==> src/rtl/pipeline_hazard_ctrl_if.sv <==
// pipeline_hazard_ctrl_if
// Bundles the hazard-detection inputs and the pipeline control, counter and
// status outputs of the hazard controller.
//   master : pipeline side, drives the hazard inputs and observes the controls
//   slave  : controller side, consumes the hazard inputs and drives the controls
// Hazard inputs : dmem_req_MEM, dmem_ready, branch_taken_EX, jump_ID,
//                 MemRead_EX, write_reg_EX, rs_ID, rt_ID, uses_rt_ID
// Controls      : *_Write register enables, *_flush bubble insertion
// Status        : stall_count, flush_count (CNT_W bits), mem_timeout, protocol_err
interface pipeline_hazard_ctrl_if #(
  parameter int CNT_W = 16
);
  logic             dmem_req_MEM;
  logic             dmem_ready;
  logic             branch_taken_EX;
  logic             jump_ID;
  logic             MemRead_EX;
  logic [4:0]       write_reg_EX;
  logic [4:0]       rs_ID;
  logic [4:0]       rt_ID;
  logic             uses_rt_ID;

  logic             PC_Write;
  logic             IF_ID_REG_Write;
  logic             ID_EX_REG_Write;
  logic             EX_MEM_REG_Write;
  logic             MEM_WB_REG_Write;
  logic             IF_ID_flush;
  logic             ID_EX_flush;
  logic             EX_MEM_flush;
  logic             MEM_WB_flush;
  logic [CNT_W-1:0] stall_count;
  logic [CNT_W-1:0] flush_count;
  logic             mem_timeout;
  logic             protocol_err;

  modport master (
    output dmem_req_MEM, dmem_ready, branch_taken_EX, jump_ID,
           MemRead_EX, write_reg_EX, rs_ID, rt_ID, uses_rt_ID,
    input  PC_Write, IF_ID_REG_Write, ID_EX_REG_Write, EX_MEM_REG_Write,
           MEM_WB_REG_Write, IF_ID_flush, ID_EX_flush, EX_MEM_flush,
           MEM_WB_flush, stall_count, flush_count, mem_timeout, protocol_err
  );

  modport slave (
    input  dmem_req_MEM, dmem_ready, branch_taken_EX, jump_ID,
           MemRead_EX, write_reg_EX, rs_ID, rt_ID, uses_rt_ID,
    output PC_Write, IF_ID_REG_Write, ID_EX_REG_Write, EX_MEM_REG_Write,
           MEM_WB_REG_Write, IF_ID_flush, ID_EX_flush, EX_MEM_flush,
           MEM_WB_flush, stall_count, flush_count, mem_timeout, protocol_err
  );
endinterface

==> src/rtl/pipeline_hazard_ctrl.sv <==
// pipeline_hazard_ctrl
// Central sequencing controller for the five-stage pipeline. Drives the PC and
// pipeline-register enables/flushes combinationally, resolving hazards with
// fixed priority: memory wait > taken branch > load-use > jump. A two-state
// FSM tracks data-memory wait cycles; saturating counters record stalls and
// control-flow flushes, and sticky flags record timeouts and protocol errors.
// Ports:
//   clk     : single clock, all state updates on posedge
//   reset_n : synchronous reset, active HIGH despite its name
//   bus     : pipeline_hazard_ctrl_if.slave (hazard inputs, controls, status)
module pipeline_hazard_ctrl #(
  parameter int CNT_W       = 16,
  parameter int MEM_TIMEOUT = 255
) (
  input  logic                  clk,
  input  logic                  reset_n,
  pipeline_hazard_ctrl_if.slave bus
);

  typedef enum logic {
    RUN      = 1'b0,
    MEM_WAIT = 1'b1
  } state_t;

  localparam logic [7:0] TIMEOUT_CNT = 8'(MEM_TIMEOUT);

  state_t           state;
  logic [7:0]       wait_cnt;
  logic [CNT_W-1:0] stall_q;
  logic [CNT_W-1:0] flush_q;
  logic             timeout_q;
  logic             perr_q;

  logic mem_stall;
  logic load_use;
  logic branch_fire;
  logic jump_fire;

  assign mem_stall = bus.dmem_req_MEM & ~bus.dmem_ready;

  // r0 is hardwired zero, so a load targeting it never creates a dependency.
  assign load_use = bus.MemRead_EX && (bus.write_reg_EX != 5'd0) &&
                    ((bus.write_reg_EX == bus.rs_ID) ||
                     (bus.uses_rt_ID && (bus.write_reg_EX == bus.rt_ID)));

  // A suppressed rule is not lost: the frozen stage re-presents it later.
  assign branch_fire = ~reset_n & ~mem_stall & bus.branch_taken_EX;
  assign jump_fire   = ~reset_n & ~mem_stall & ~bus.branch_taken_EX &
                       ~load_use & bus.jump_ID;

  always_comb begin
    // NOTE: every output gets a default first so no path leaves one unassigned,
    // which would otherwise infer a latch.
    bus.PC_Write         = 1'b1;
    bus.IF_ID_REG_Write  = 1'b1;
    bus.ID_EX_REG_Write  = 1'b1;
    bus.EX_MEM_REG_Write = 1'b1;
    bus.MEM_WB_REG_Write = 1'b1;
    bus.IF_ID_flush      = 1'b0;
    bus.ID_EX_flush      = 1'b0;
    bus.EX_MEM_flush     = 1'b0;
    bus.MEM_WB_flush     = 1'b0;
    if (reset_n) begin
      bus.PC_Write         = 1'b0;
      bus.IF_ID_REG_Write  = 1'b0;
      bus.ID_EX_REG_Write  = 1'b0;
      bus.EX_MEM_REG_Write = 1'b0;
      bus.MEM_WB_REG_Write = 1'b0;
      bus.IF_ID_flush      = 1'b1;
      bus.ID_EX_flush      = 1'b1;
      bus.EX_MEM_flush     = 1'b1;
      bus.MEM_WB_flush     = 1'b1;
    end else if (mem_stall) begin
      // Freeze PC..EX/MEM; MEM/WB keeps loading a bubble so the instruction
      // held in MEM is written back exactly once.
      bus.PC_Write         = 1'b0;
      bus.IF_ID_REG_Write  = 1'b0;
      bus.ID_EX_REG_Write  = 1'b0;
      bus.EX_MEM_REG_Write = 1'b0;
      bus.MEM_WB_flush     = 1'b1;
    end else if (bus.branch_taken_EX) begin
      bus.IF_ID_flush = 1'b1;
      bus.ID_EX_flush = 1'b1;
    end else if (load_use) begin
      bus.PC_Write        = 1'b0;
      bus.IF_ID_REG_Write = 1'b0;
      bus.ID_EX_flush     = 1'b1;
    end else if (bus.jump_ID) begin
      bus.IF_ID_flush = 1'b1;
    end
  end

  // NOTE: all sequential state uses non-blocking assignments so every register
  // samples pre-edge values regardless of statement order.
  always_ff @(posedge clk) begin
    if (reset_n) begin
      state     <= RUN;
      wait_cnt  <= '0;
      stall_q   <= '0;
      flush_q   <= '0;
      timeout_q <= 1'b0;
      perr_q    <= 1'b0;
    end else begin
      if ((state == MEM_WAIT) && (wait_cnt == TIMEOUT_CNT)) timeout_q <= 1'b1;

      case (state)
        RUN: begin
          if (mem_stall) begin
            state    <= MEM_WAIT;
            wait_cnt <= 8'd1;
          end
        end
        MEM_WAIT: begin
          if (bus.dmem_ready) begin
            state    <= RUN;
            wait_cnt <= '0;
          end else if (!bus.dmem_req_MEM) begin
            // Request withdrawn before completion: abandon the wait.
            state  <= RUN;
            perr_q <= 1'b1;
          end else if (wait_cnt != 8'hFF) begin
            wait_cnt <= wait_cnt + 8'd1;
          end
        end
        default: state <= RUN;
      endcase

      if (!bus.PC_Write && (stall_q != '1)) stall_q <= stall_q + 1'b1;
      if ((branch_fire || jump_fire) && (flush_q != '1)) flush_q <= flush_q + 1'b1;
    end
  end

  assign bus.stall_count  = stall_q;
  assign bus.flush_count  = flush_q;
  assign bus.mem_timeout  = timeout_q;
  assign bus.protocol_err = perr_q;

endmodule

==> src/flat_wrapper.sv <==
// flat-port wrapper written by rule: the top's interface ports become plain ports
module pipeline_hazard_ctrl_flat 
#(
  parameter int CNT_W       = 16,
  parameter int MEM_TIMEOUT = 255
)
  (clk, reset_n, bus_dmem_req_MEM, bus_dmem_ready, bus_branch_taken_EX, bus_jump_ID, bus_MemRead_EX, bus_write_reg_EX, bus_rs_ID, bus_rt_ID, bus_uses_rt_ID, bus_PC_Write, bus_IF_ID_REG_Write, bus_ID_EX_REG_Write, bus_EX_MEM_REG_Write, bus_MEM_WB_REG_Write, bus_IF_ID_flush, bus_ID_EX_flush, bus_EX_MEM_flush, bus_MEM_WB_flush, bus_stall_count, bus_flush_count, bus_mem_timeout, bus_protocol_err);
  pipeline_hazard_ctrl_if #(.CNT_W(CNT_W)) bus_i ();
  input  logic clk;
  input  logic reset_n;
  input wire logic [$bits(bus_i.dmem_req_MEM)-1:0] bus_dmem_req_MEM;
  input wire logic [$bits(bus_i.dmem_ready)-1:0] bus_dmem_ready;
  input wire logic [$bits(bus_i.branch_taken_EX)-1:0] bus_branch_taken_EX;
  input wire logic [$bits(bus_i.jump_ID)-1:0] bus_jump_ID;
  input wire logic [$bits(bus_i.MemRead_EX)-1:0] bus_MemRead_EX;
  input wire logic [$bits(bus_i.write_reg_EX)-1:0] bus_write_reg_EX;
  input wire logic [$bits(bus_i.rs_ID)-1:0] bus_rs_ID;
  input wire logic [$bits(bus_i.rt_ID)-1:0] bus_rt_ID;
  input wire logic [$bits(bus_i.uses_rt_ID)-1:0] bus_uses_rt_ID;
  output wire logic [$bits(bus_i.PC_Write)-1:0] bus_PC_Write;
  output wire logic [$bits(bus_i.IF_ID_REG_Write)-1:0] bus_IF_ID_REG_Write;
  output wire logic [$bits(bus_i.ID_EX_REG_Write)-1:0] bus_ID_EX_REG_Write;
  output wire logic [$bits(bus_i.EX_MEM_REG_Write)-1:0] bus_EX_MEM_REG_Write;
  output wire logic [$bits(bus_i.MEM_WB_REG_Write)-1:0] bus_MEM_WB_REG_Write;
  output wire logic [$bits(bus_i.IF_ID_flush)-1:0] bus_IF_ID_flush;
  output wire logic [$bits(bus_i.ID_EX_flush)-1:0] bus_ID_EX_flush;
  output wire logic [$bits(bus_i.EX_MEM_flush)-1:0] bus_EX_MEM_flush;
  output wire logic [$bits(bus_i.MEM_WB_flush)-1:0] bus_MEM_WB_flush;
  output wire logic [$bits(bus_i.stall_count)-1:0] bus_stall_count;
  output wire logic [$bits(bus_i.flush_count)-1:0] bus_flush_count;
  output wire logic [$bits(bus_i.mem_timeout)-1:0] bus_mem_timeout;
  output wire logic [$bits(bus_i.protocol_err)-1:0] bus_protocol_err;
  assign bus_i.dmem_req_MEM = bus_dmem_req_MEM;
  assign bus_i.dmem_ready = bus_dmem_ready;
  assign bus_i.branch_taken_EX = bus_branch_taken_EX;
  assign bus_i.jump_ID = bus_jump_ID;
  assign bus_i.MemRead_EX = bus_MemRead_EX;
  assign bus_i.write_reg_EX = bus_write_reg_EX;
  assign bus_i.rs_ID = bus_rs_ID;
  assign bus_i.rt_ID = bus_rt_ID;
  assign bus_i.uses_rt_ID = bus_uses_rt_ID;
  assign bus_PC_Write = bus_i.PC_Write;
  assign bus_IF_ID_REG_Write = bus_i.IF_ID_REG_Write;
  assign bus_ID_EX_REG_Write = bus_i.ID_EX_REG_Write;
  assign bus_EX_MEM_REG_Write = bus_i.EX_MEM_REG_Write;
  assign bus_MEM_WB_REG_Write = bus_i.MEM_WB_REG_Write;
  assign bus_IF_ID_flush = bus_i.IF_ID_flush;
  assign bus_ID_EX_flush = bus_i.ID_EX_flush;
  assign bus_EX_MEM_flush = bus_i.EX_MEM_flush;
  assign bus_MEM_WB_flush = bus_i.MEM_WB_flush;
  assign bus_stall_count = bus_i.stall_count;
  assign bus_flush_count = bus_i.flush_count;
  assign bus_mem_timeout = bus_i.mem_timeout;
  assign bus_protocol_err = bus_i.protocol_err;
  pipeline_hazard_ctrl #(.CNT_W(CNT_W), .MEM_TIMEOUT(MEM_TIMEOUT)) u_core (.clk(clk), .reset_n(reset_n), .bus(bus_i));
endmodule
==> config.mk <==
export PLATFORM = sky130hd
export DESIGN_NAME = pipeline_hazard_ctrl_flat
export DESIGN_NICKNAME = d
export VERILOG_FILES = /design/src/rtl/pipeline_hazard_ctrl_if.sv /design/src/rtl/pipeline_hazard_ctrl.sv /design/src/flat_wrapper.sv
export SDC_FILE = /design/constraint.sdc
export NUM_CORES = 1
export LEC_CHECK = 0
export ABC_CLOCK_PERIOD_IN_PS = 2750
export CAP_MARGIN = 20
export CORE_MARGIN = 5
export CORE_UTILIZATION = 50
export CTS_BUF_LIST = sky130_fd_sc_hd__clkbuf_8
export CTS_CLUSTER_SIZE = 8
export DETAILED_ROUTE_END_ITERATION = 8
export PLACE_DENSITY = 0.84
export SLEW_MARGIN = 20
export SYNTH_ARGS = -nofsm -noshare
export SYNTH_HDL_FRONTEND = slang
export SYNTH_SLANG_ARGS = --single-unit
==> constraint.sdc <==
create_clock -name clk -period 2.75 [get_ports clk]
set_input_delay 0.55 -clock clk [delete_from_list [all_inputs] [get_ports clk]]
set_output_delay 0.55 -clock clk [all_outputs]
set_load 0.01 [all_outputs]
; ---- Word level (Yosys, flattened, before mapping)
; Cells that the tools add are included.
[word_totals]
reg_bits = 43
out_inout_bits = 43
elab_cells = 70
in_bits = 23
[classes]
muxes = 27
eq_ne = 9
reduce_logical = 12
n_addsub = 3
bitwise_logic = 13
[ops]
columns = operator, count
row1 = "16-bit by 1-bit adder with 16-bit output, second input constant", 2
row2 = 8-bit two-way mux, 4
row3 = "16-bit inequality test, second input constant", 2
row4 = 1-bit two-way mux, 21
row5 = 8-bit one-hot mux with 2 select lines, 1
row6 = 5-bit == test, 2
row7 = "8-bit by 1-bit adder with 8-bit output, second input constant", 1
row8 = "8-bit == test, second input constant", 1
row9 = "8-bit inequality test, second input constant", 1
row10 = 1-bit inverter, 7
row11 = 1-bit bitwise AND, 6
row12 = 1-bit logical AND, 6
row13 = "3-bit inequality test, second input constant", 2
row14 = 3-bit AND reduction, 2
row15 = 5-bit nonzero test, 1
row16 = 1-bit logical OR, 2
row17 = "2-bit by 1-bit inequality test with 1-bit output, second input constant", 1
row18 = 1-bit one-hot mux with 2 select lines, 1
row19 = 1-bit logical NOT, 1

; ---- Logic depth before layout (Yosys ltp)
; Gate-level depths: netlist (run 1).
[logic_depth]
depth_word = 10
ltp_mapped = 9

; ---- Least setup slack after synthesis (run 1)
; OpenSTA, ideal clock, no wires.
[synth_timing]
path_type = input-to-output
startpoint = input bus_write_reg_EX[0]
endpoint = output bus_PC_Write
slack_ns = 0.290
cell_stages = 7
arrival_ns = 1.910
path_cell_list = or4_1 > o21ai_2 > nor2_2 > a21oi_4 > buf_6 > buf_6 > buf_4
[synth_between]
elab_chain_len = 8
[synth_lines]
columns = item, line_no
row1 = "start, declared", flat_wrapper.sv:16  ; input wire logic [$bits(bus_i.write_reg_EX)-1:0] bus_write_reg_EX;
row2 = 5-bit == test, pipeline_hazard_ctrl.sv:44  ; (bus.uses_rt_ID && (bus.write_reg_EX == bus.rt_ID)));
row3 = 1-bit logical AND, pipeline_hazard_ctrl.sv:44
row4 = 1-bit logical OR, pipeline_hazard_ctrl.sv:43  ; ((bus.write_reg_EX == bus.rs_ID) ||
row5 = 1-bit logical AND *, pipeline_hazard_ctrl.sv:42  ; assign load_use = bus.MemRead_EX && (bus.write_reg_EX != 5'd0) &&
row6 = 1-bit two-way mux * (4 in series), --
row7 = "end, declared", flat_wrapper.sv:20  ; output wire logic [$bits(bus_i.PC_Write)-1:0] bus_PC_Write;
; Every way passes the cells marked *; elsewhere a longest branch is shown, timed or not.

; ---- Worst setup path after layout (run 1)
[layout_timing]
startpoint = input bus_dmem_req_MEM
endpoint = output bus_MEM_WB_flush
[layout_between]
elab_chain_len = 3
[layout_lines]
columns = item, line_no
row1 = "start, declared", flat_wrapper.sv:11  ; input wire logic [$bits(bus_i.dmem_req_MEM)-1:0] bus_dmem_req_MEM;
row2 = 1-bit bitwise AND, pipeline_hazard_ctrl.sv:39  ; assign mem_stall = bus.dmem_req_MEM & ~bus.dmem_ready;
row3 = 1-bit two-way mux, pipeline_hazard_ctrl.sv:73  ; end else if (mem_stall) begin
row4 = 1-bit two-way mux, pipeline_hazard_ctrl.sv:63  ; if (reset_n) begin
row5 = "end, declared", flat_wrapper.sv:28  ; output wire logic [$bits(bus_i.MEM_WB_flush)-1:0] bus_MEM_WB_flush;
; Every way passes these cells.

==> impl_metrics.ini, run 1 <==
[status]
status = completed

[route]
postRouteAntennaNets = 0
wl_per_cell_um = 14.8
vias_per_cell = 5.62
drt_iter0_markers = 198
vias = 2407
drc = 0
wl_mm = 6.33
drt-pass1-iter-count = 6

[worst_setup_path]
reg2reg_to = u_core.bus.stall_count[3]$_SDFFE_PP0P_
path_depth = 5
reg2reg_from = u_core.bus.stall_count[9]$_SDFFE_PP0P_
crit_fanout = 3
crit_buf_inv = 3
worstPathArrival_ns = 2.10
required_ns = 2.20
critical_path.top_delay_family = buffers and inverters
r2r_slack_ns = 0.58
crit_chain = clkdlybuf4s50_1 -> nand2b_1 -> and2_1 -> inv_1 -> clkdlybuf4s50_1
max_stage_delay_ns = 0.58
slowest_stage = clkdlybuf4s50_1
r2r_cells = 7
cp-start-kind = primary input
path_class = primary input to output port
cp_common_cell = clkdlybuf4s50_1
critPathCaptureType = output port

[clocking]
root_buffer = clkbuf_8
clk_latency_ns = 0.30
path_clk_slew_ns = 0.09
numCtsBuffers = 5
hold_buffers = 0
cts_tree = done
htreeDepth = 2
clkSinkCount = 43
cts_buffer_depth = 2

[finish]
num_antenna_cells = 0
final_cell_area_mm2 = 0.00332
nFillCells = 377
drive_gt1_frac = 0.147
fin_nets = 386
areaGrowthSynthToFinish_pct = 37.1

[die]
core_area_mm2 = 0.00472
dieArea_mm2 = 0.00634
io_pins = 66
start_util = 0.513
die_w_um = 79.6
row_count = 25
die_y_um = 79.6

[min_path]
worstHoldStart = u_core.bus.protocol_err$_SDFFE_PP0P_
hold_end = u_core.bus.protocol_err$_SDFFE_PP0P_
hold_path_class = register to register
hold_depth = 2

[synth]
synth_top_cell_by_area = dfxtp_1
syn_nets = 309
yosys-top-cells-area = dfxtp_1, a21oi_1, nor2_1, xnor2_1, nand4_1
ys_types = 53
ys_seq_area_frac = 0.355
async_flop_share = 0
netlist_area_mm2 = 0.00242
yosysWarnings = 0
synth_cells = 283
synth-seq-cells = 43
ys.flop_type = dfxtp_1
synth_top_area_frac = 0.355
synth_edf_count = 0
avgSynthCellArea_um2 = 8.56

[grt]
grt_pass1_wl_mm = 10.6
overflow = 0
grt_pass1_vias = 2317
grt_max_degree = 27
antenna_found_initial = 0
groute.usage.overall = 0.209

[sta]
hold_violations = 0
final.period_utilization = 0.963
whs_ns = 0.477
fmax_mhz = 378
period_needed_ns = 2.65
drv_slew = 0
maxSlewHeadroom = 0.610
finalSetupViolCount = 0
fin_skew_ns = 0.00994
worstMarginPinSlew_ns = 0.579

[power_and_ir_drop]
power_density_mw_per_mm2 = 405
peakVddDrop_mv = 0.348
power_leakage_nw = 1.26

[place]
dpl.hpwl_mm = 4.61
portBuffers = 65
finalWeightedCongestion = 0.877
placed_area_mm2 = 0.00319

[run]
maxCapViolCount = 0
-- layout make-up --
type | count | area (µm²) | share of cell area
clock buffer | 5 | 68.8 | 0.0207
clock inverter | 3 | 43.8 | 0.0132
inverter | 8 | 30.0 | 0.00904
multi-input combinational | 216 | 1440 | 0.433
sequential | 43 | 861 | 0.259
tap | 67 | 83.8 | 0.0252
timing repair buffer | 86 | 797 | 0.240
-- repair_timing --
item | CTS | global route
gates cloned | 0 | 0
buffers inserted | 1 | 0
resized for setup | 11 | 9
setup endpoints to repair | 4 | 4
pin swaps | 1 | 5
-- registers in the layout (all words and copies together), names as in the netlist --
signal / flops
u_core.bus.mem_timeout: 1
u_core.wait_cnt: 8
u_core.bus.stall_count: 16
u_core.bus.protocol_err: 1
u_core.state: 1
u_core.bus.flush_count: 16
-- power breakdown --
| group | internal [mW] | switching (mW) |
|---|---|---|
| clock | 0.271 | 0.224 |
| combinational | 0.107 | 0.0938 |
| sequential | 0.633 | 0.0177 |
| total | 1.01 | 0.335 |
-- cells in the mapped netlist (5+ instances only) --
cell and count:
mux2_2 5, xnor2_1 10, a21oi_1 21, o21ai_0 7
or3_1 5, nor2_1 26, nand4_1 13, dfxtp_1 43
or4_1 9, inv_1 8, xor2_1 5, buf_6 5
nand3_1 12, nand2_1 19, and3_1 11, nor2b_1 9
o31ai_1 9, clkbuf_1 5
-- metal layers --
layer  GRT usage  wire [µm]
met1       0.259       2780
met2       0.361       3230
met3      0.0508        246
met4      0.0533         68
met5           0          0
-- cell families after synthesis --
family / share of synthesized area
AOI/OAI and AO/OA: 0.150
muxes: 0.0615
adders and majority gates: 0.0155
and+or+nand+nor: 0.304
xor gates and xnor gates: 0.0542
buffers and inverters: 0.0589
DFF: 0.355
-- worst max-delay path by stage --
| stage | to | slack [ns] | from |
|---|---|---|---|
| floorplan | bus_PC_Write | 0.29 | bus_write_reg_EX[0] |
| global placement | bus_IF_ID_flush | -0.35 | bus_write_reg_EX[2] |
| detailed placement | bus_IF_ID_flush | -0.39 | bus_write_reg_EX[2] |
| CTS | bus_IF_ID_flush | -0.05 | bus_write_reg_EX[0] |
| global route | bus_ID_EX_flush | -0.01 | bus_write_reg_EX[0] |
| finish | bus_MEM_WB_flush | 0.10 | bus_dmem_req_MEM |
-- placed cells by master, fill, tap and decap left out, types with 2 or more instances in the layout --
master	synthesis	layout
buf_4	3	21
and3_1	11	11
a21oi_1	21	21
clkdlybuf4s50_1	0	58
nor2b_1	9	9
clkbuf_8	0	5
mux2i_1	4	4
o31a_1	2	2
buf_2	3	3
inv_1	8	8
and2_1	4	4
a31o_2	2	2
dfxtp_1	43	43
nor3_1	4	4
and4_1	3	3
o21ai_0	7	7
nor4_1	4	4
nand3_1	12	12
ha_1	3	3
or4_1	9	8
o31ai_1	9	9
mux2_1	2	2
o21a_1	2	2
dlymetal6s2s_1	0	2
mux2_2	5	5
xor2_1	5	5
nand2_1	19	19
nor2_1	26	26
mux2_4	2	2
nand4_1	13	13
or3_1	5	5
xnor2_1	10	10
-- through the flow --
step	TNS [ns]	power [mW]	util	setup slack [ns]	std cells
6_report	0	1.35	0.703	0.101	428
5_1_grt	-0.0141	1.41	0.703	-0.0141	428
4_1_cts	-0.0462	1.36	0.702	-0.0462	428
3_5_place_dp	-2.13	0.863	0.676	-0.394	419
3_3_place_gp	-1.64	0.857	0.676	-0.354	419
2_1_floorplan	0	0.756	-	0.290	283
-- worst min-delay path, stage by stage (launching register included) --
cell,delay (ns)
dfxtp_1,0.34
nor2_1,0.05
nor2_1,0.07
(Power assumes the default switching activity.)
==> run 2, diff against run 1 <==
--- a/config.mk
+++ b/config.mk
@@ -13,4 +13,5 @@
 export CTS_CLUSTER_SIZE = 8
 export DETAILED_ROUTE_END_ITERATION = 8
+export HOLD_SLACK_MARGIN = 0.05
 export PLACE_DENSITY = 0.84
 export SLEW_MARGIN = 20
==> constraint.sdc (replaced) <==
create_clock -name clk -period 2.75 [get_ports clk]
set_input_delay 0.4125 -clock clk [delete_from_list [all_inputs] [get_ports clk]]
set_output_delay 0.4125 -clock clk [all_outputs]
set_load 0.01 [all_outputs]
==> run 2 against run 1 <==
Design area down 1.0%. Fmax rose by 1.7%. Die area did not move. Combinational power fell by 2%. Worst hold slack better by 0.0044 ns. Sequential cell count unchanged. Clock power grew 3%. Critical path type unchanged.
==> impl_metrics.ini, run 2 (synthesis gave the netlist of run 1 again) <==
[status]
status = completed

[clocking]
clkSinkCount = 43
cts_tree = done
htreeDepth = 2
clk_latency_ns = 0.30
path_clk_slew_ns = 0.08
numCtsBuffers = 5
root_buffer = clkbuf_8
cts_buffer_depth = 2

[sta]
finalSetupViolCount = 0
fin_skew_ns = 0.00620
drv_slew = 0
worst_slack_ns = 0.146
maxSlewHeadroom = 0.632
final.period_utilization = 0.947
hold_violations = 0
fmax_mhz = 384
rsz0062_at_grt = false
period_needed_ns = 2.60
worstMarginPinSlew_ns = 0.546

[power_and_ir_drop]
power_leakage_nw = 1.22
power_density_mw_per_mm2 = 411
peakVddDrop_mv = 0.332

[die]
die_y_um = 79.6
io_pins = 66
row_count = 25
start_util = 0.513
die_w_um = 79.6
dieArea_mm2 = 0.00634
core_area_mm2 = 0.00472

[worst_setup_path]
crit_fanout = 7
cp-start-kind = primary input
required_ns = 2.34
worstPathArrival_ns = 2.19
path_class = primary input to output port
critPathCaptureType = output port
r2r_slack_ns = 0.59

[place]
dpl.hpwl_mm = 4.71
finalWeightedCongestion = 0.873
place_ws_ns = -0.137
placed_area_mm2 = 0.00316
portBuffers = 65

[route]
drc = 0
wl_per_cell_um = 14.7
postRouteAntennaNets = 0
vias = 2391
drt-pass1-iter-count = 5
drt_iter0_markers = 154
vias_per_cell = 5.65
wl_mm = 6.22

[run]
maxCapViolCount = 0

[grt]
grt_max_degree = 35
grt_pass1_vias = 2357
groute.usage.overall = 0.209
overflow = 0
grt_pass1_wl_mm = 10.7
antenna_found_initial = 0

[finish]
nFillCells = 382
layout_common_cells = clkdlybuf4s50_1, dfxtp_1, nor2_1
drive_gt1_frac = 0.121
fin_nets = 381
num_antenna_cells = 0
areaGrowthSynthToFinish_pct = 35.7
final_cell_area_mm2 = 0.00329
layout_commonest_cell = clkdlybuf4s50_1

[min_path]
hold_path_class = register to register
-- run 2: cell types whose count changed in the layout (fill, tap and decap cells not counted), moves of 2 or more --
cell / delta
dlygate4sd2_1: +2
buf_2: -3
clkdlybuf4s50_1: +3
buf_4: -5
-- run 2: metrics by stage --
stage               power, mW  std cells   util  hold slack (ns)  TNS [ns]
floorplan               0.756        283      -            0.471         0
global placement        0.851        414  0.668            0.451    -0.309
detailed placement      0.858        414  0.668            0.462    -0.432
CTS                      1.36        423  0.696            0.484         0
global route             1.41        423  0.696            0.523         0
finish                   1.35        423  0.696            0.481         0
-- run 2: where the power goes --
part / switching, mW / leakage (nW) / internal, mW / total (mW)
sequential: 0.0163 / 0.348 / 0.633 / 0.649
combinational: 0.0924 / 0.808 / 0.104 / 0.196
clock: 0.213 / 0.0612 / 0.294 / 0.507
total: 0.322 / 1.22 / 1.03 / 1.35
-- run 2: repair_timing --
action | 4_1_cts | 5_1_grt
pin swaps | 1 | 1
gates resized for setup | 4 | 1
hold buffers | 0 | 0
setup endpoints to repair | 4 | 1
setup buffers | 1 | 0
-- run 2: layer usage --
layer	routed length, µm	global-route usage
met5	0	0
met4	45	0.0567
met3	355	0.0463
met2	3180	0.377
met1	2640	0.248
-- run 2: worst paths after layout --
path,end,cells past startpoint,from
max reg2reg,u_core.bus.stall_count[3]$_SDFFE_PP0P_,7,u_core.bus.stall_count[10]$_SDFFE_PP0P_
max,bus_IF_ID_REG_Write,6,bus_write_reg_EX[0]
min reg2reg,u_core.bus.mem_timeout$_SDFFE_PP0P_,2,u_core.bus.mem_timeout$_SDFFE_PP0P_
min,u_core.bus.mem_timeout$_SDFFE_PP0P_,2,u_core.bus.mem_timeout$_SDFFE_PP0P_
-- run 2: cell type report --
class | count | area (µm²) | share of cell area
Multi-Input combinational cell | 216 | 1430 | 0.434
Tap cell | 67 | 83.8 | 0.0255
Sequential cell | 43 | 861 | 0.262
Timing Repair Buffer | 81 | 769 | 0.234
Inverter | 8 | 30.0 | 0.00913
Clock buffer | 6 | 82.6 | 0.0251
Clock inverter | 2 | 35.0 | 0.0107
-- run 2: critical path, cell delays in order --
cell             delay, ns
clkdlybuf4s50_1       0.44
or4_1                 0.54
o21ai_2               0.17
nor2_2                0.07
a21oi_4               0.25
dlygate4sd2_1         0.31
==> RTL edit 1 (flow settings as in run 2) <==
Make the reset (`reset_n`) asynchronous in one clocked block. Comments in the files are not updated.
--- a/src/rtl/pipeline_hazard_ctrl.sv
+++ b/src/rtl/pipeline_hazard_ctrl.sv
@@ -92,7 +92,7 @@
 
   // NOTE: all sequential state uses non-blocking assignments so every register
   // samples pre-edge values regardless of statement order.
-  always_ff @(posedge clk) begin
+  always_ff @(posedge clk or posedge reset_n) begin
     if (reset_n) begin
       state     <= RUN;
       wait_cnt  <= '0;
Function: differs if reset_n is asserted again (counterexample within 4 cycles, from zero or initial values and one cycle with reset_n high); with reset_n held inactive, the same outputs for 10 cycles.
==> RTL edit 1 against run 2 <==
  * Synthesized area fell by 1.3%
  * Sequential cell count unchanged
  * Setup slack better by 17 ps
  * Via count decreased by 12%
  * Wire length shrank 8.2%
  * Die area down 1.2%
  * Design area decreased by 0.65%
  * Critical path type unchanged
Power is not compared: it rests on default switching activity, and its combinational part moved more than twofold at a synthesized area within 25%.
==> RTL edit 1: results (changes against run 2) <==
hold depth = 1 (was 2)
outcome = complete, no violations (unchanged)
vias post-DR = 2115 (was 2391)
hold endpoint = u_core.bus.mem_timeout (unchanged)
Nets = 352 (was 381)
Via density = 5.55 (was 5.65)
worst-path fanout max = 3 (was 7)
hpwl dp = 4.24 mm (was 4.71 mm)
post-DR wirelength/cell = 15.0 um (was 14.7 um)
top post-synthesis cells by count = dfrtp_1, xor2_1, nand3_1 (was dfxtp_1, nor2_1, a21oi_1)
asr flop ratio synth = 100% (was 0%)
first-pass GRT wire length = 9.51 mm (was 10.7 mm)
R2R Path End = u_core.bus.flush_count[1] (was u_core.bus.stall_count[3])
worst reg2reg setup slack = 790 ps (was 590 ps)
sequential-to-total area share from yosys stat = 45.0% (was 35.5%)
syn avg cell area = 9.60 sq um (was 8.56 sq um)
actual slew at the worst max-slew pin = 536 ps (was 546 ps)
GRT Resource Usage Total = 19.1% (was 20.9%)
Final Wtd Congestion = 0.859 (was 0.873)
placed cells = 371 (was 414)
R2R cell count = 5 (was 7)
filler instances = 348 (was 382)
slowest library cell on the worst path = clkdlybuf4s50_1 (was or4_1)
Data arrival, critical path = 2170 ps (was 2190 ps)
Distinct cells, synth = 43 (was 53)
crit-path max cell delay = 450 ps (was 540 ps)
drt pass-1 iters = 4 (was 5)
Initial DRC Count = 86 (was 154)
layout cell share with drive strength beyond 1 = 10.7% (was 12.1%)
Worst R2R Start = u_core.bus.flush_count[0] (was u_core.bus.stall_count[10])
syn_nets = 275 (was 309)
## RTL edit 1: layout make-up
class	count	share of cell area, %
clock buffers	7	2.95
clock inverters	1	0.230
inverters	10	1.15
multi-input cells	186	37.6
flip-flops and latches	43	32.9
well taps	54	2.07
repair buffers	80	23.1
## RTL edit 1: worst reg2reg max path, cell delays in order, from the launching register on
cell     delay [ps]
dfrtp_1         420
ha_1            270
and3_1          210
a41o_1          370
nor2_1          230
mux2_2          350
## RTL edit 1: metrics by stage
stage | setup WS [ps] | total power (uW) | utilization [%] | area, sq um | TNS [ps]
global placement | -78.8 | 1460 | 67.1 | 3150 | -211
floorplan | 541 | 1140 | - | 2390 | 0
finish | 163 | 1910 | 69.6 | 3270 | 0
global route | 40.8 | 2020 | 69.6 | 3270 | 0
CTS | 43.1 | 1920 | 69.5 | 3260 | 0
detailed placement | -132 | 1470 | 67.1 | 3150 | -492
## RTL edit 1: worst max path at each step
stage,start,to,depth (start not counted)
floorplan,reset_n,bus_ID_EX_flush,2
global placement,bus_write_reg_EX[3],bus_IF_ID_flush,7
detailed placement,bus_write_reg_EX[3],bus_ID_EX_flush,8
CTS,bus_write_reg_EX[3],bus_IF_ID_flush,9
global route,bus_write_reg_EX[2],bus_PC_Write,9
finish,bus_write_reg_EX[2],bus_PC_Write,9
## RTL edit 1: per-layer routing
metal / vias to the layer above / GRT usage [%] / routed length, um / share of wire [%]
met4: 0 / 8.25 / 141 / 2.5
li1: 1031 / - / - / -
met3: 12 / 3.40 / 198 / 3.5
met1: 1016 / 24.9 / 2510 / 44
met2: 56 / 31.1 / 2860 / 50
met5: - / 0 / 0 / 0
## RTL edit 1: repair_timing
action	4_1_cts	5_1_grt
buffers inserted	2	0
pin swaps	2	2
endpoints found under the setup margin	4	4
resized for setup	4	8
gates cloned	0	0
## RTL edit 1: kinds of logic after synthesis
family | after synthesis | share of synthesized area (%)
AOI/OAI and AO/OA | 35 | 9.53
xor gates and xnor gates | 39 | 14.3
adders and majority gates | 3 | 1.57
buffers and inverters | 20 | 4.03
DFF | 43 | 45.0
muxes | 4 | 1.83
and+or+nand+nor | 105 | 23.7
## RTL edit 1: power groups by stage
| stage | Sequential [uW] | Combinational (uW) | Clock (uW) |
|---|---|---|---|
| finish | 864 | 598 | 444 |
| detailed placement | 875 | 600 | 0 |
| floorplan | 900 | 238 | 0 |
| CTS | 863 | 603 | 453 |
| global route | 886 | 650 | 487 |
| global placement | 872 | 584 | 0 |
==> RTL edit 2 (settings of run 2) <==
Without the edit above. `MEM_TIMEOUT` is set to 255 in 2 places; all go to 128.
--- a/src/rtl/pipeline_hazard_ctrl.sv
+++ b/src/rtl/pipeline_hazard_ctrl.sv
@@ -10,7 +10,7 @@
 //   bus     : pipeline_hazard_ctrl_if.slave (hazard inputs, controls, status)
 module pipeline_hazard_ctrl #(
   parameter int CNT_W       = 16,
-  parameter int MEM_TIMEOUT = 255
+  parameter int MEM_TIMEOUT = 128
 ) (
   input  logic                  clk,
   input  logic                  reset_n,
--- a/src/flat_wrapper.sv
+++ b/src/flat_wrapper.sv
@@ -2,7 +2,7 @@
 module pipeline_hazard_ctrl_flat 
 #(
   parameter int CNT_W       = 16,
-  parameter int MEM_TIMEOUT = 255
+  parameter int MEM_TIMEOUT = 128
 )
   (clk, reset_n, bus_dmem_req_MEM, bus_dmem_ready, bus_branch_taken_EX, bus_jump_ID, bus_MemRead_EX, bus_write_reg_EX, bus_rs_ID, bus_rt_ID, bus_uses_rt_ID, bus_PC_Write, bus_IF_ID_REG_Write, bus_ID_EX_REG_Write, bus_EX_MEM_REG_Write, bus_MEM_WB_REG_Write, bus_IF_ID_flush, bus_ID_EX_flush, bus_EX_MEM_flush, bus_MEM_WB_flush, bus_stall_count, bus_flush_count, bus_mem_timeout, bus_protocol_err);
   pipeline_hazard_ctrl_if #(.CNT_W(CNT_W)) bus_i ();
Function: no difference found for any inputs over 10 cycles, from zero or initial values and one cycle with reset_n high; that may be too few to reach the edited logic, so the function may still have changed.
==> RTL edit 2 against run 2 <==
  * Wire length down 10%
  * Synthesized cell count fell by 6.0%
  * Cell count is 5.9% lower
  * Total power down 9.5%
  * Die area down 5.5%
  * Clock skew barely moved
  * Register-to-register slack better by 160 ps
  * Global-route usage down 1.7 points
  * Setup slack worse by 60 ps
  * Design area fell by 3.9%
  * Sequential cell count did not move
  * Synthesized area is 6.3% lower
  * Fmax fell by 2.2%
  * Critical path type unchanged
  * Largest power group unchanged
  * Highest routed layer unchanged
==> RTL edit 2: results (changes against run 2) <==
syn_nets = 293 (was 309)
cell family with most CP delay = buffers and inverters (unchanged)
clock skew = 5.73 ps (was 6.20 ps)
H-tree depth = 2 (unchanged)
Distinct cells, synth = 42 (was 53)
largest net degree at the start of global routing = 37 (was 35)
slowest library cell on the worst path = or4_1 (unchanged)
first-pass GRT wire length = 9.56 mm (was 10.7 mm)
Data arrival, critical path = 2250 ps (was 2190 ps)
number of synthesized flops with an enable pin = 0 (unchanged)
hold depth = 1 (was 2)
actual slew at the worst max-slew pin = 619 ps (was 546 ps)
Nets = 373 (was 381)
P_leak = 0.00118 uW (was 0.00122 uW)
adder-cell area share of the yosys netlist = 2.21% (was 1.55%)
Longest Clk Path Bufs = 2 (unchanged)
crit-path max cell delay = 570 ps (was 540 ps)
worst reg2reg setup slack = 750 ps (was 590 ps)
xor and xnor fraction of the mapped netlist area = 15.4% (was 5.42%)
min-delay src = u_core.bus.flush_count[4] (was u_core.bus.mem_timeout)
worst-path fanout max = 3 (was 7)
R2R Path End = u_core.bus.flush_count[12] (was u_core.bus.stall_count[3])
ys flop type = dfxtp_1 (unchanged)
outcome = complete, no violations (unchanged)
hpwl dp = 4.22 mm (was 4.71 mm)
layout cell share with drive strength beyond 1 = 10.4% (was 12.1%)
Fin Hold WS = 486 ps (was 481 ps)
Worst IR Drop VDD = 0.193 mV (was 0.332 mV)
drt pass-1 iters = 4 (was 5)
hold endpoint = u_core.bus.flush_count[4] (was u_core.bus.mem_timeout)
Clk Latency, worst-skew pair = 290 ps
mux share of post-synthesis cell area = 2.43% (was 6.15%)
WL final = 5.59 mm (was 6.22 mm)
sequential-to-total area share from yosys stat = 37.9% (was 35.5%)
Final Wtd Congestion = 0.790 (was 0.873)
top post-synthesis cells by count = dfxtp_1, nor2_1, xnor2_1 (was dfxtp_1, nor2_1, a21oi_1)
Port Buffers = 65 (unchanged)
Cell Area, Placed = 3040 sq um (was 3160 sq um)
post-synthesis compound-gate area fraction = 6.62% (was 15.0%)
Initial DRC Count = 89 (was 154)
Worst R2R Start = u_core.bus.flush_count[0] (was u_core.bus.stall_count[10])
GRT Resource Usage Total = 19.2% (was 20.9%)
hold_buf cts = 0 (unchanged)
vias post-DR = 2130 (was 2391)
Synth area leaders = dfxtp_1, xnor2_1, nor2_1 (was dfxtp_1, a21oi_1, nor2_1)
filler instances = 327 (was 382)
## RTL edit 2: cell count changes in the layout (fill, tap and decap cells not counted), sizes merged, moves of 4 or more
cell and change:
xnor2 +24, a21oi -13, nor2 +13, o31ai -9, mux2 -8, nor2b -8, nor3 +8, or4 -8
or3 -5, nand4 -4
## RTL edit 2: power breakdown
part / internal, uW / switching [uW]
clock network: 197 / 206
logic: 98.7 / 80.0
registers: 631 / 11.5
## RTL edit 2: cell families after synthesis
| kind of cell | count (synthesis) |
|---|---|
| mux | 5 |
| xor+xnor | 40 |
| simple gates | 134 |
| buf+inv | 18 |
| compound gates | 22 |
| fa+ha+maj | 4 |
| flops | 43 |
## RTL edit 2: repair_timing
item                                    in CTS  in global routing
pin swaps                                    1                  1
endpoints found under the setup margin       4                  1
buffers inserted                             2                  2
resized for setup                            4                  1
## RTL edit 2: layer usage
metal / vias up / global-route usage (%) / share of wire (%)
met2: 48 / 32.8 / 51
li1: 1080 / - / -
met4: 0 / 4.98 / 1.1
met5: - / 0 / 0
met3: 6 / 5.09 / 3.8
met1: 996 / 23.9 / 44
## RTL edit 2: cell type report
class	instances	share of cell area (%)
flip-flops and latches	43	27.2
repair buffers	84	25.1
clock inverters	1	0.158
clock buffers	6	2.61
multi-input cells	205	42.0
inverters	7	0.831
well taps	52	2.06
## RTL edit 2: how the worst max path moves through the flow
stage | from | to | slack [ps] | cells after the start
after floorplan | bus_write_reg_EX[0] | bus_PC_Write | 580 | 6
after global placement | bus_write_reg_EX[0] | bus_IF_ID_REG_Write | -150 | 6
after detailed placement | bus_write_reg_EX[0] | bus_IF_ID_REG_Write | -160 | 6
after CTS | bus_write_reg_EX[4] | bus_ID_EX_flush | 20 | 8
after global routing | bus_write_reg_EX[0] | bus_IF_ID_REG_Write | 20 | 7
final | bus_write_reg_EX[0] | bus_IF_ID_REG_Write | 90 | 7
## RTL edit 2: through the flow
step	instances	util (%)	setup slack (ps)	TNS [ps]
2_1_floorplan	266	-	581	0
3_3_place_gp	387	69.3	-154	-359
3_5_place_dp	387	69.3	-165	-461
4_1_cts	396	71.7	21.2	0
5_1_grt	398	72.1	18.1	0
6_report	398	72.1	85.8	0
## RTL edit 2: worst reg2reg max path, delay by kind of cell, from the launching register on
kind | cells | cell delay, ps
mux | 1 | 300
simple gates | 4 | 740
compound gates | 1 | 240
fa+ha+maj | 1 | 250
flops | 1 | 370
